===== src/rtl/sd_resp_collector_if.sv =====
// Handshake/bus bundle between the SD response collector, the SPI byte
// engine and the response register file.
interface sd_resp_collector_if;
    logic       start;
    logic [2:0] extra_bytes;
    logic       poll_req;
    logic       rx_valid;
    logic [7:0] rx_data;
    logic       we;
    logic [1:0] byte_sel;
    logic [7:0] byte_in;
    logic [7:0] r1;
    logic       busy;
    logic       done;
    logic       timeout_err;

    // Controller / SPI-engine side
    modport master (
        output start, extra_bytes, rx_valid, rx_data,
        input  poll_req, we, byte_sel, byte_in, r1, busy, done, timeout_err
    );

    // Collector side
    modport slave (
        input  start, extra_bytes, rx_valid, rx_data,
        output poll_req, we, byte_sel, byte_in, r1, busy, done, timeout_err
    );
endinterface


===== src/rtl/sd_resp_collector.sv =====
// SD response collector: polls the SPI engine for the R1 token, then writes
// the trailing payload bytes MSB-first into a 32-bit byte-enable register.
module sd_resp_collector #(
    parameter int unsigned TIMEOUT   = 8,
    parameter int unsigned MAX_BYTES = 4
) (
    input  logic                 clk,
    input  logic                 rst_n,
    sd_resp_collector_if.slave   bus
);

    localparam int unsigned RemW     = $clog2(MAX_BYTES + 1);
    localparam logic [2:0]  MaxExtra = 3'(MAX_BYTES);
    localparam logic [7:0]  LastPoll = 8'(TIMEOUT - 1);

    typedef enum logic [2:0] {
        StIdle,
        StReqR1,
        StWaitR1,
        StReqData,
        StWaitData,
        StDone
    } state_e;

    state_e            state_q, state_d;
    logic [RemW-1:0]   rem_q, rem_d;
    logic [7:0]        poll_cnt_q, poll_cnt_d;
    logic [7:0]        r1_q, r1_d;
    logic              timeout_err_q, timeout_err_d;
    logic              we_q, we_d;
    logic [1:0]        byte_sel_q, byte_sel_d;
    logic [7:0]        byte_in_q, byte_in_d;

    // State and output registers; reset aborts any response in flight.
    always_ff @(posedge clk or negedge rst_n) begin
        if (!rst_n) begin
            state_q       <= StIdle;
            rem_q         <= '0;
            poll_cnt_q    <= '0;
            r1_q          <= 8'hFF;
            timeout_err_q <= 1'b0;
            we_q          <= 1'b0;
            byte_sel_q    <= '0;
            byte_in_q     <= '0;
        end else begin
            state_q       <= state_d;
            rem_q         <= rem_d;
            poll_cnt_q    <= poll_cnt_d;
            r1_q          <= r1_d;
            timeout_err_q <= timeout_err_d;
            we_q          <= we_d;
            byte_sel_q    <= byte_sel_d;
            byte_in_q     <= byte_in_d;
        end
    end

    // Next-state logic: R1 hunt with NCR limit, then one poll per payload byte.
    always_comb begin
        state_d       = state_q;
        rem_d         = rem_q;
        poll_cnt_d    = poll_cnt_q;
        r1_d          = r1_q;
        timeout_err_d = timeout_err_q;
        we_d          = 1'b0;
        byte_sel_d    = byte_sel_q;
        byte_in_d     = byte_in_q;

        unique case (state_q)
            StIdle: begin
                if (bus.start) begin
                    // Payloads longer than the destination register are clamped.
                    rem_d         = RemW'((bus.extra_bytes > MaxExtra) ? MaxExtra
                                                                       : bus.extra_bytes);
                    poll_cnt_d    = '0;
                    timeout_err_d = 1'b0;
                    state_d       = StReqR1;
                end
            end
            StReqR1: state_d = StWaitR1;
            StWaitR1: begin
                if (bus.rx_valid) begin
                    if (!bus.rx_data[7]) begin
                        r1_d    = bus.rx_data;
                        state_d = (rem_q == '0) ? StDone : StReqData;
                    end else if (poll_cnt_q == LastPoll) begin
                        timeout_err_d = 1'b1;
                        r1_d          = 8'hFF;
                        state_d       = StDone;
                    end else begin
                        poll_cnt_d = poll_cnt_q + 8'd1;
                        state_d    = StReqR1;
                    end
                end
            end
            StReqData: state_d = StWaitData;
            StWaitData: begin
                if (bus.rx_valid) begin
                    // MSB-first: remaining count selects the lane directly.
                    we_d       = 1'b1;
                    byte_in_d  = bus.rx_data;
                    byte_sel_d = 2'(rem_q - RemW'(1));
                    rem_d      = rem_q - RemW'(1);
                    state_d    = (rem_q == RemW'(1)) ? StDone : StReqData;
                end
            end
            StDone:  state_d = StIdle;
            default: state_d = StIdle;
        endcase
    end

    assign bus.poll_req    = (state_q == StReqR1) || (state_q == StReqData);
    assign bus.busy        = (state_q != StIdle);
    assign bus.done        = (state_q == StDone);
    assign bus.we          = we_q;
    assign bus.byte_sel    = byte_sel_q;
    assign bus.byte_in     = byte_in_q;
    assign bus.r1          = r1_q;
    assign bus.timeout_err = timeout_err_q;

endmodule


===== src/flat_wrapper.sv =====
// flat-port wrapper written by rule: the top's interface ports become plain ports
module sd_resp_collector_flat 
#(
    parameter int unsigned TIMEOUT   = 8,
    parameter int unsigned MAX_BYTES = 4
)
  (clk, rst_n, bus_start, bus_extra_bytes, bus_rx_valid, bus_rx_data, bus_poll_req, bus_we, bus_byte_sel, bus_byte_in, bus_r1, bus_busy, bus_done, bus_timeout_err);
  sd_resp_collector_if bus_i ();
  input  logic clk;
  input  logic rst_n;
  input wire logic [$bits(bus_i.start)-1:0] bus_start;
  input wire logic [$bits(bus_i.extra_bytes)-1:0] bus_extra_bytes;
  input wire logic [$bits(bus_i.rx_valid)-1:0] bus_rx_valid;
  input wire logic [$bits(bus_i.rx_data)-1:0] bus_rx_data;
  output wire logic [$bits(bus_i.poll_req)-1:0] bus_poll_req;
  output wire logic [$bits(bus_i.we)-1:0] bus_we;
  output wire logic [$bits(bus_i.byte_sel)-1:0] bus_byte_sel;
  output wire logic [$bits(bus_i.byte_in)-1:0] bus_byte_in;
  output wire logic [$bits(bus_i.r1)-1:0] bus_r1;
  output wire logic [$bits(bus_i.busy)-1:0] bus_busy;
  output wire logic [$bits(bus_i.done)-1:0] bus_done;
  output wire logic [$bits(bus_i.timeout_err)-1:0] bus_timeout_err;
  assign bus_i.start = bus_start;
  assign bus_i.extra_bytes = bus_extra_bytes;
  assign bus_i.rx_valid = bus_rx_valid;
  assign bus_i.rx_data = bus_rx_data;
  assign bus_poll_req = bus_i.poll_req;
  assign bus_we = bus_i.we;
  assign bus_byte_sel = bus_i.byte_sel;
  assign bus_byte_in = bus_i.byte_in;
  assign bus_r1 = bus_i.r1;
  assign bus_busy = bus_i.busy;
  assign bus_done = bus_i.done;
  assign bus_timeout_err = bus_i.timeout_err;
  sd_resp_collector #(.TIMEOUT(TIMEOUT), .MAX_BYTES(MAX_BYTES)) u_core (.clk(clk), .rst_n(rst_n), .bus(bus_i));
endmodule

===== config.mk =====
export PLATFORM = sky130hd
export DESIGN_NAME = sd_resp_collector_flat
export DESIGN_NICKNAME = d
export VERILOG_FILES = /design/src/rtl/sd_resp_collector_if.sv /design/src/rtl/sd_resp_collector.sv /design/src/flat_wrapper.sv
export SDC_FILE = /design/constraint.sdc
export NUM_CORES = 1
export LEC_CHECK = 0
export BUFFER_PORTS_ARGS = -buffer_cell sky130_fd_sc_hd__buf_4
export CORE_MARGIN = 2
export CORE_UTILIZATION = 57
export DETAILED_ROUTE_END_ITERATION = 8
export HOLD_SLACK_MARGIN = 0.05
export PLACE_DENSITY = 0.88
export SLEW_MARGIN = 25
export SYNTH_ARGS = -nofsm -noshare
export SYNTH_HDL_FRONTEND = slang
export SYNTH_SLANG_ARGS = --single-unit

===== constraint.sdc =====
create_clock -name clk -period 2.7 [get_ports clk]
set_input_delay 0.27 -clock clk [delete_from_list [all_inputs] [get_ports clk]]
set_output_delay 0.27 -clock clk [all_outputs]
set_load 0.005 [all_outputs]

==> results of run 1 <==
-- per-layer routing --
metal  part of all wire, %  GRT usage [%]
met5                     0              0
met4                   2.0           12.0
met3                   4.9           4.18
met2                    52           42.1
met1                    41           27.3
-- power by group through the flow --
| stage | Combinational (mW) | Clock [mW] | Sequential (mW) |
|---|---|---|---|
| final | 0.791 | 0.293 | 0.898 |
| after global routing | 0.868 | 0.322 | 0.920 |
| after CTS | 0.795 | 0.300 | 0.895 |
| after detailed placement | 0.789 | 0 | 0.901 |
| after global placement | 0.751 | 0 | 0.886 |
| after floorplan | 0.457 | 0 | 0.855 |
-- final timing paths --
check                      slack, ps                                 end                               start  cells after the start
min in group asynchronous        400         u_core.rem_q[1]$_DFFE_PN0P_                               rst_n                      2
max in group asynchronous       1960        u_core.bus.r1[5]$_DFFE_PN1P_                               rst_n                      2
setup reg to reg                 820         u_core.rem_q[1]$_DFFE_PN0P_       u_core.state_q[0]$_DFFE_PN0P_                      4
setup / recovery                 820         u_core.rem_q[1]$_DFFE_PN0P_       u_core.state_q[0]$_DFFE_PN0P_                      4
hold / removal                   170        u_core.bus.r1[0]$_DFFE_PN1P_                      bus_rx_data[0]                      3
hold reg to reg                  500  u_core.bus.byte_sel[1]$_DFFE_PN0P_  u_core.bus.byte_sel[1]$_DFFE_PN0P_                      2
-- sequential cells by signal (all words and copies together) (netlist names) --
name / cells
u_core.bus.byte_in: 8
u_core.bus.byte_sel: 2
u_core.poll_cnt_q: 8
u_core.rem_q: 3
u_core.state_q: 3
u_core.bus.we: 1
u_core.bus.timeout_err: 1
u_core.bus.r1: 8
-- layout make-up --
type	instances	area [sq um]
clock buffers	7	55.1
clock inverters	1	5.00
fillers	205	731
inverters	8	30.0
multi-input cells	118	773
flip-flops and latches	34	861
well taps	31	38.8
repair buffers	38	288
-- cell families after synthesis --
logic type	Yosys count	synth area share, %
compound gates	44	18.0
fa+ha+maj	4	2.97
buf+inv	14	3.19
flops	34	51.0
mux	8	5.26
simple gates	62	19.6
-- worst register-to-register path, stage by stage (launching register included) --
cell,delay (ps)
sky130_fd_sc_hd__dfrtp_1,530
sky130_fd_sc_hd__nor2_1,260
sky130_fd_sc_hd__a21boi_0,660
sky130_fd_sc_hd__o211ai_1,190
sky130_fd_sc_hd__o21a_1,150
-- through the flow --
step,hold slack (ps),setup slack [ps],cells
3_3_place_gp,230,957,228
3_5_place_dp,234,887,228
4_1_cts,161,853,237
6_report,172,816,237
2_1_floorplan,-25.6,1010,166
5_1_grt,169,703,237
-- synth_stat cells (2+ instances only) --
cell type,number
sky130_fd_sc_hd__a31oi_1,8
sky130_fd_sc_hd__or3_1,5
sky130_fd_sc_hd__nand3b_1,3
sky130_fd_sc_hd__o21ai_0,7
sky130_fd_sc_hd__nor2_1,14
sky130_fd_sc_hd__a21boi_0,2
sky130_fd_sc_hd__dfrtp_1,26
sky130_fd_sc_hd__nor3_1,8
sky130_fd_sc_hd__a21oi_1,17
sky130_fd_sc_hd__inv_1,8
sky130_fd_sc_hd__o21a_1,2
sky130_fd_sc_hd__o211ai_1,2
sky130_fd_sc_hd__nand2b_1,5
sky130_fd_sc_hd__clkbuf_1,3
sky130_fd_sc_hd__buf_1,2
sky130_fd_sc_hd__ha_1,4
sky130_fd_sc_hd__mux2_2,7
sky130_fd_sc_hd__dfstp_2,8
sky130_fd_sc_hd__nand3_1,3
sky130_fd_sc_hd__nand2_1,14
-- repair_timing --
item                                   4_1_cts  5_1_grt
setup buffers                                0        0
endpoints found under the hold margin       26        0
hold buffers                                 1        0
resized for setup                            0        0
==> results.json, run 1 <==
{
  "synth_area_per_inst_sq_um": 10.2,
  "drt_drc_violations_left": 0,
  "p_seq_share_pct": 45.3,
  "dpl-instance-area_sq_mm": 0.00198,
  "die_y_um": 58.4,
  "routed_wirelength_normalized_by_instance_count_um": 16.0,
  "worstPathCellList": "nor2_1 > a21boi_0 > o211ai_1 > o21a_1",
  "die-area_sq_mm": 0.00341,
  "cellInternalPower_mw": 1.27,
  "gp_congestion": 0.813,
  "critPathKind": "reg2reg",
  "insertedDiodeCount": 0,
  "num-nets-final": 224,
  "first_global_vias": 1406,
  "postSynthNetCount": 185,
  "synth_edf_count": 0,
  "status": "finished clean",
  "clkSinkCount": 34,
  "via_count": 1406,
  "post-synth-top-area-cell": "sky130_fd_sc_hd__dfrtp_1",
  "layout-area-overhead-vs-synth_pct": 21.5,
  "core_sq_mm": 0.00278,
  "max_clock_freq_mhz": 531,
  "antenna_violating_nets_left": 0,
  "max_cap_violations": 0,
  "cpPeakStageDelay_ps": 660,
  "synth_top_cell_area_share_pct": 38.5,
  "min_cycle_time_layout_ps": 1880,
  "viasPerCell": 5.93,
  "row_count": 19,
  "timing.critical_path.slowest_stage_cell": "sky130_fd_sc_hd__a21boi_0",
  "worstSetupStartpointType": "flip-flop",
  "worstMarginPinSlew_ps": 770,
  "report.final.setup_viol": 0,
  "grt_use_total_pct": 23.7,
  "antenna_violations_before_repair": 0,
  "share_comb_of_total_power_pct": 39.9,
  "initialDrtViolationCount": 67,
  "timing.slew.headroom_pct": 48.2,
  "mostFrequentLayoutCell": "sky130_fd_sc_hd__buf_4",
  "post-route-util_pct": 73.7,
  "largest_net_degree_at_the_start_of_global_routing": 35,
  "critical-path-top-delay-family": "compound AO/OA/AOI/OAI gates",
  "ys_top_cells_by_area": "sky130_fd_sc_hd__dfrtp_1 39%, sky130_fd_sc_hd__dfstp_2 12%, sky130_fd_sc_hd__a21oi_1 5.0%",
  "layout.cell_area.non_filler_sq_mm": 0.00205,
  "clock_tree_from_tritoncts": "yes",
  "clock_power_share_pct": 14.8,
  "die_width_um": 58.4,
  "power.switching_mw": 0.708,
  "power.static_leakage_nw": 0.935,
  "grt_first_pass_wirelength_mm": 6.04,
  "final_cell_mix": "37 x sky130_fd_sc_hd__buf_4, 26 x sky130_fd_sc_hd__dfrtp_1, 17 x sky130_fd_sc_hd__a21oi_1",
  "yosys_most_used_dff": "sky130_fd_sc_hd__dfrtp_1",
  "postSynthCellCount": 166,
  "fin_tns_setup_ps": 0,
  "proportion_of_layout_cells_with_a_drive_suffix_above_1_pct": 33.5,
  "grt_overflow": 0,
  "synth-warning-count": 0,
  "fin_total_pwr_mw": 1.98,
  "cp.arrival_ps": 2130,
  "wirelength_mm": 3.79,
  "worstSetupEndpointType": "flip-flop",
  "floorplan.initialDensity_pct": 60.7,
  "portBuffers": 37,
  "htreeDepth": 2,
  "cts_buffers": 5,
  "drt_first_pass_iters": 4,
  "detailedPlacementHpwl_mm": 2.79,
  "number_of_register_bits_inferred_by_synthesis": 34,
  "timing.critical_path.required_ps": 2940,
  "path_max_fanout": 14,
  "cts_max_path_buffers": 2,
  "clkSlewWorstSetupHoldPaths_ps": 100,
  "hold_violations": 0,
  "clkLatencyLatePin_ps": 340,
  "worstHoldPathType": "in2reg",
  "synth.yosys.seq_area_share_pct": 51.0,
  "final.period_utilization_pct": 69.8,
  "boundaryPins": 38,
  "buffer_and_inverter_count_on_the_worst_path": 0,
  "number_of_slew_limit_violations_in_the_final_report": 0,
  "synth_async_sr_flop_share_pct": 100,
  "root_buffer": "sky130_fd_sc_hd__clkbuf_4",
  "cellPowerDensity_mw_per_mm2": 966,
  "post_synth_instance_area_sq_mm": 0.00169,
  "peakVddDrop_uv": 751,
  "grt_setup_unrepaired": "no",
  "clock-skew-final_ps": 7.21,
  "netlist-cell-type-count": 38,
  "switching_share_pct": 35.7
}
No activity file was read; power rests on OpenSTA's default activity.
==> run 2, diff against run 1 <==
- CORE_UTILIZATION: 57 -> 53
- PLACE_DENSITY: 0.88 -> 0.83
- clock period: 2.7 -> 1.9 ns (I/O delays scaled with it)
==> results.json, run 2 (same netlist as run 1, synthesis figures left out) <==
{
  "htreeDepth": 2,
  "layout.cell_area.non_filler_sq_mm": 0.00209,
  "top_layer": "met4",
  "proportion_of_layout_cells_with_a_drive_suffix_above_1_pct": 34.4,
  "cellPowerDensity_mw_per_mm2": 1360,
  "die-area_sq_mm": 0.00365,
  "cts_buffers": 5,
  "mostFrequentLayoutCell": "sky130_fd_sc_hd__buf_4",
  "fin_total_pwr_mw": 2.84,
  "grt_use_total_pct": 21.8,
  "drt_first_pass_iters": 4,
  "insertedDiodeCount": 0,
  "detailedPlacementHpwl_mm": 2.73,
  "portBuffers": 37,
  "die_y_um": 60.4,
  "min_cycle_time_layout_ps": 1840,
  "worstMarginPinSlew_ps": 497,
  "buffers_inserted_by_post_cts_timing_repair": 0,
  "post-route-util_pct": 68.4,
  "setup.reg_to_reg.worst_slack_ps": 60,
  "boundaryPins": 38,
  "fin_tns_setup_ps": 0,
  "row_count": 20,
  "worstHoldPathType": "in2reg",
  "clock-skew-final_ps": 11.6,
  "cp.arrival_ps": 2080,
  "critPathLaunch": "u_core.poll_cnt_q[4]$_DFFE_PN0P_",
  "worstSetupStartpointType": "flip-flop",
  "root_buffer": "sky130_fd_sc_hd__clkbuf_4",
  "pre_cts_slack_ps": 132,
  "setup_ws_ps": 64.8,
  "crit_path_end": "u_core.poll_cnt_q[7]$_DFFE_PN0P_",
  "clkLatencyLatePin_ps": 340,
  "layout-area-overhead-vs-synth_pct": 23.8,
  "post_cts_hold_buffer_count": 1,
  "wirelength_mm": 3.73,
  "power.static_leakage_nw": 0.951,
  "critPathKind": "reg2reg",
  "viasPerCell": 5.58,
  "timing.slew.headroom_pct": 66.8,
  "detailroute.wirelength.met2_mm": 1.90,
  "drt_drc_violations_left": 0,
  "antenna_violations_before_repair": 0,
  "cts_max_path_buffers": 2,
  "core_sq_mm": 0.00305,
  "via_count": 1412,
  "floorplan.initialDensity_pct": 55.3,
  "clkSinkCount": 34,
  "initialDrtViolationCount": 84,
  "status": "finished clean",
  "grt_overflow": 0,
  "num-nets-final": 227,
  "timing.rr.end": "u_core.poll_cnt_q[7]$_DFFE_PN0P_",
  "clock_tree_from_tritoncts": "yes",
  "largest_net_degree_at_the_start_of_global_routing": 35,
  "timing.critical_path.required_ps": 2150,
  "first_global_vias": 1352,
  "dpl-instance-area_sq_mm": 0.00202,
  "die_width_um": 60.4,
  "path_max_fanout": 8,
  "hold_violations": 0,
  "dr_wl_met3_um": 196,
  "gp_congestion": 0.873,
  "report.final.setup_viol": 0,
  "worstSetupEndpointType": "flip-flop",
  "routed_wirelength_normalized_by_instance_count_um": 14.7,
  "antenna_violating_nets_left": 0,
  "peakVddDrop_uv": 567,
  "final.period_utilization_pct": 96.6,
  "wl_met1_mm": 1.59,
  "grt_first_pass_wirelength_mm": 5.97,
  "number_of_slew_limit_violations_in_the_final_report": 0,
  "clkSlewWorstSetupHoldPaths_ps": 110,
  "r2r_cells": 4,
  "grt_setup_unrepaired": "no",
  "final_cell_mix": "40 x sky130_fd_sc_hd__buf_4, 26 x sky130_fd_sc_hd__dfrtp_1, 17 x sky130_fd_sc_hd__a21oi_1",
  "reg2reg_from": "u_core.poll_cnt_q[4]$_DFFE_PN0P_",
  "max_cap_violations": 0,
  "cts_repair_resize_count": 0,
  "max_clock_freq_mhz": 545
}
-- run 2: changes by cell type in the layout (fill, tap and decap cells not counted), sizes merged --
cell | previous run | this run
buf | 37 | 40
-- run 2: routing by layer --
layer / GRT usage, % / vias up
met3: 5.76 / 6
li1: - / 679
met1: 26.8 / 681
met5: 0 / -
met4: 6.52 / 0
met2: 37.9 / 46
-- run 2: final cells by class --
class	count	area, sq um
clock buffers	7	55.1
inverters	8	30.0
fillers	246	963
well taps	44	55.1
clock inverters	1	5.00
flip-flops and latches	34	861
repair buffers	41	310
multi-input cells	118	773
-- run 2: per-stage QoR --
step           hold slack, ps  std cells
3_5_place_dp              154        244
5_1_grt                  82.7        253
6_report                 91.7        253
2_1_floorplan            -106        166
4_1_cts                  89.2        253
3_3_place_gp              150        244
-- run 2: worst min-delay path by stage --
stage / startpoint / endpoint / slack (ps) / cells past startpoint
after floorplan: rst_n / u_core.bus.byte_in[0]$_DFFE_PN0P_ / -110 / 0
after global placement: rst_n / u_core.bus.we$_DFF_PN0_ / 150 / 1
after detailed placement: rst_n / u_core.bus.we$_DFF_PN0_ / 150 / 1
after CTS: bus_rx_data[1] / u_core.bus.byte_in[1]$_DFFE_PN0P_ / 90 / 2
after global routing: bus_rx_data[0] / u_core.bus.r1[0]$_DFFE_PN1P_ / 80 / 3
final: bus_rx_data[0] / u_core.bus.r1[0]$_DFFE_PN1P_ / 90 / 3
-- run 2: critical path, stage by stage, from the launching register on --
cell and delay [ps]:
sky130_fd_sc_hd__dfrtp_1 440, sky130_fd_sc_hd__or4_4 590, sky130_fd_sc_hd__o311ai_4 300, sky130_fd_sc_hd__nand2_2 180
sky130_fd_sc_hd__o211ai_1 230
-- run 2: power breakdown --
| group | internal [mW] | switching, mW |
|---|---|---|
| Clock | 0.179 | 0.244 |
| Sequential | 1.05 | 0.227 |
| Combinational | 0.608 | 0.533 |
==> run 3, diff against run 2 <==
- CORE_UTILIZATION: 53 -> 30
- PLACE_DENSITY: 0.83 -> 0.54
==> results.json, run 3 (same netlist as run 1, synthesis figures left out) <==
{
  "status": "finished clean",
  "grt_use_met1_pct": 16.7,
  "peakVddDrop_uv": 437,
  "worstPathCellList": "or4_4 > o311a_4 > a41oi_1 > a31oi_1",
  "grt_overflow": 0,
  "cpPeakStageDelay_ps": 600,
  "clock_power_share_pct": 17.9,
  "final_cell_mix": "42 x sky130_fd_sc_hd__buf_4, 26 x sky130_fd_sc_hd__dfrtp_1, 17 x sky130_fd_sc_hd__a21oi_1",
  "post-route-util_pct": 39.6,
  "portBuffers": 37,
  "cts_buffers": 5,
  "timing.critical_path.slowest_stage_cell": "sky130_fd_sc_hd__or4_4",
  "worstSetupEndpointType": "flip-flop",
  "grt_first_pass_wirelength_mm": 6.11,
  "via_count": 1365,
  "detailedPlacementHpwl_mm": 2.64,
  "floorplan.initialDensity_pct": 30.8,
  "critPathKind": "reg2reg",
  "antenna_violations_before_repair": 0,
  "row_count": 27,
  "cellPowerDensity_mw_per_mm2": 1340,
  "clkSinkCount": 34,
  "cp.arrival_ps": 1950,
  "timing.slew.headroom_pct": 67.2,
  "grt_use_total_pct": 12.8,
  "grt_setup_unrepaired": "no",
  "power.static_leakage_nw": 0.972,
  "setup.reg_to_reg.worst_slack_ps": 120,
  "cellInternalPower_mw": 1.91,
  "mostFrequentLayoutCell": "sky130_fd_sc_hd__buf_4",
  "core_sq_mm": 0.00547,
  "initialDrtViolationCount": 53,
  "dpl-instance-area_sq_mm": 0.00206,
  "drt_drc_violations_left": 0,
  "layout-area-overhead-vs-synth_pct": 28.4,
  "viasPerCell": 4.82,
  "clock_tree_from_tritoncts": "yes",
  "die-area_sq_mm": 0.00624,
  "worstMarginPinSlew_ps": 490,
  "min_cycle_time_layout_ps": 1780,
  "htreeDepth": 2,
  "power.switching_mw": 0.986,
  "drt_first_pass_iters": 4,
  "share_comb_of_total_power_pct": 38.3,
  "path_max_fanout": 7,
  "report.final.setup_viol": 0,
  "largest_net_degree_at_the_start_of_global_routing": 35,
  "number_of_slew_limit_violations_in_the_final_report": 0,
  "first_global_vias": 1273,
  "die_y_um": 79.0,
  "proportion_of_layout_cells_with_a_drive_suffix_above_1_pct": 35.1,
  "p_seq_share_pct": 43.8,
  "worstHoldPathType": "in2reg",
  "max_cap_violations": 0,
  "routed_wirelength_normalized_by_instance_count_um": 13.0,
  "timing.critical_path.required_ps": 2070,
  "clock-skew-final_ps": 5.48,
  "insertedDiodeCount": 0,
  "global_route.usage.met2_pct": 18.7,
  "boundaryPins": 38,
  "root_buffer": "sky130_fd_sc_hd__clkbuf_8",
  "num-nets-final": 229,
  "max_clock_freq_mhz": 562,
  "final.period_utilization_pct": 93.6,
  "cts_max_path_buffers": 2,
  "antenna_violating_nets_left": 0,
  "fin_tns_setup_ps": 0,
  "hold_violations": 0,
  "met3_track_demand_over_resource_in_global_routing_pct": 3.64,
  "wirelength_mm": 3.67,
  "switching_share_pct": 34.0,
  "layout.cell_area.non_filler_sq_mm": 0.00217,
  "pre_cts_slack_ps": 114,
  "worstSetupStartpointType": "flip-flop",
  "gp_congestion": 0.749,
  "clkLatencyLatePin_ps": 280,
  "setup_ws_ps": 121,
  "die_width_um": 79.0,
  "grt_busiest_layer": "met2",
  "clkSlewWorstSetupHoldPaths_ps": 70
}
## run 3: worst paths after layout
path,from,depth (start not counted),to
worst max-delay path,u_core.poll_cnt_q[3]$_DFFE_PN0P_,4,u_core.poll_cnt_q[6]$_DFFE_PN0P_
worst min-delay path,bus_rx_data[3],3,u_core.bus.r1[3]$_DFFE_PN1P_
worst max register to register,u_core.poll_cnt_q[3]$_DFFE_PN0P_,4,u_core.poll_cnt_q[6]$_DFFE_PN0P_
worst min register to register,u_core.bus.byte_sel[1]$_DFFE_PN0P_,2,u_core.bus.byte_sel[1]$_DFFE_PN0P_
max in group asynchronous,rst_n,2,u_core.bus.r1[3]$_DFFE_PN1P_
min in group asynchronous,rst_n,2,u_core.rem_q[1]$_DFFE_PN0P_
## run 3: power groups by stage
stage | clock, mW | combinational [mW] | sequential, mW
5_1_grt | 0.579 | 1.26 | 1.32
3_3_place_gp | 0 | 1.11 | 1.28
4_1_cts | 0.536 | 1.13 | 1.27
3_5_place_dp | 0 | 1.12 | 1.28
6_report | 0.518 | 1.11 | 1.27
2_1_floorplan | 0 | 0.650 | 1.22
## run 3: layout make-up
type / count / area [sq um]
fill: 558 / 3310
multi-input combinational: 118 / 778
clock inverter: 2 / 10.0
clock buffer: 6 / 72.6
sequential: 34 / 861
inverter: 8 / 30.0
tap: 72 / 90.1
timing repair buffer: 43 / 325
## run 3: per-stage QoR
step	hold WS, ps	instances	total power [mW]
final	143	283	2.90
after global routing	129	283	3.16
after CTS	134	282	2.93
after detailed placement	167	273	2.41
after global placement	171	273	2.39
after floorplan	-106	166	1.87
## run 3: what timing repair did
| item | in CTS | in global routing |
|---|---|---|
| resized for setup | 0 | 1 |
| endpoints found under the hold margin | 26 | 0 |
| setup buffers | 0 | 1 |
| hold buffers | 1 | 0 |
| endpoints found under the setup margin | 0 | 2 |
## run 3: critical path: cells and delay by family, from the launching register on
kind	cells	cell delay, ps
AO/OA/AOI/OAI	3	640
AND/OR/NAND/NOR	1	600
flip-flops	1	420
## run 3: metal layers
layer  vias to the layer above  part of all wire, %
li1                        676                    -
met1                       648                   48
met2                        34                   43
met3                         7                  6.4
met4                         0                  2.2
met5                         -                    0
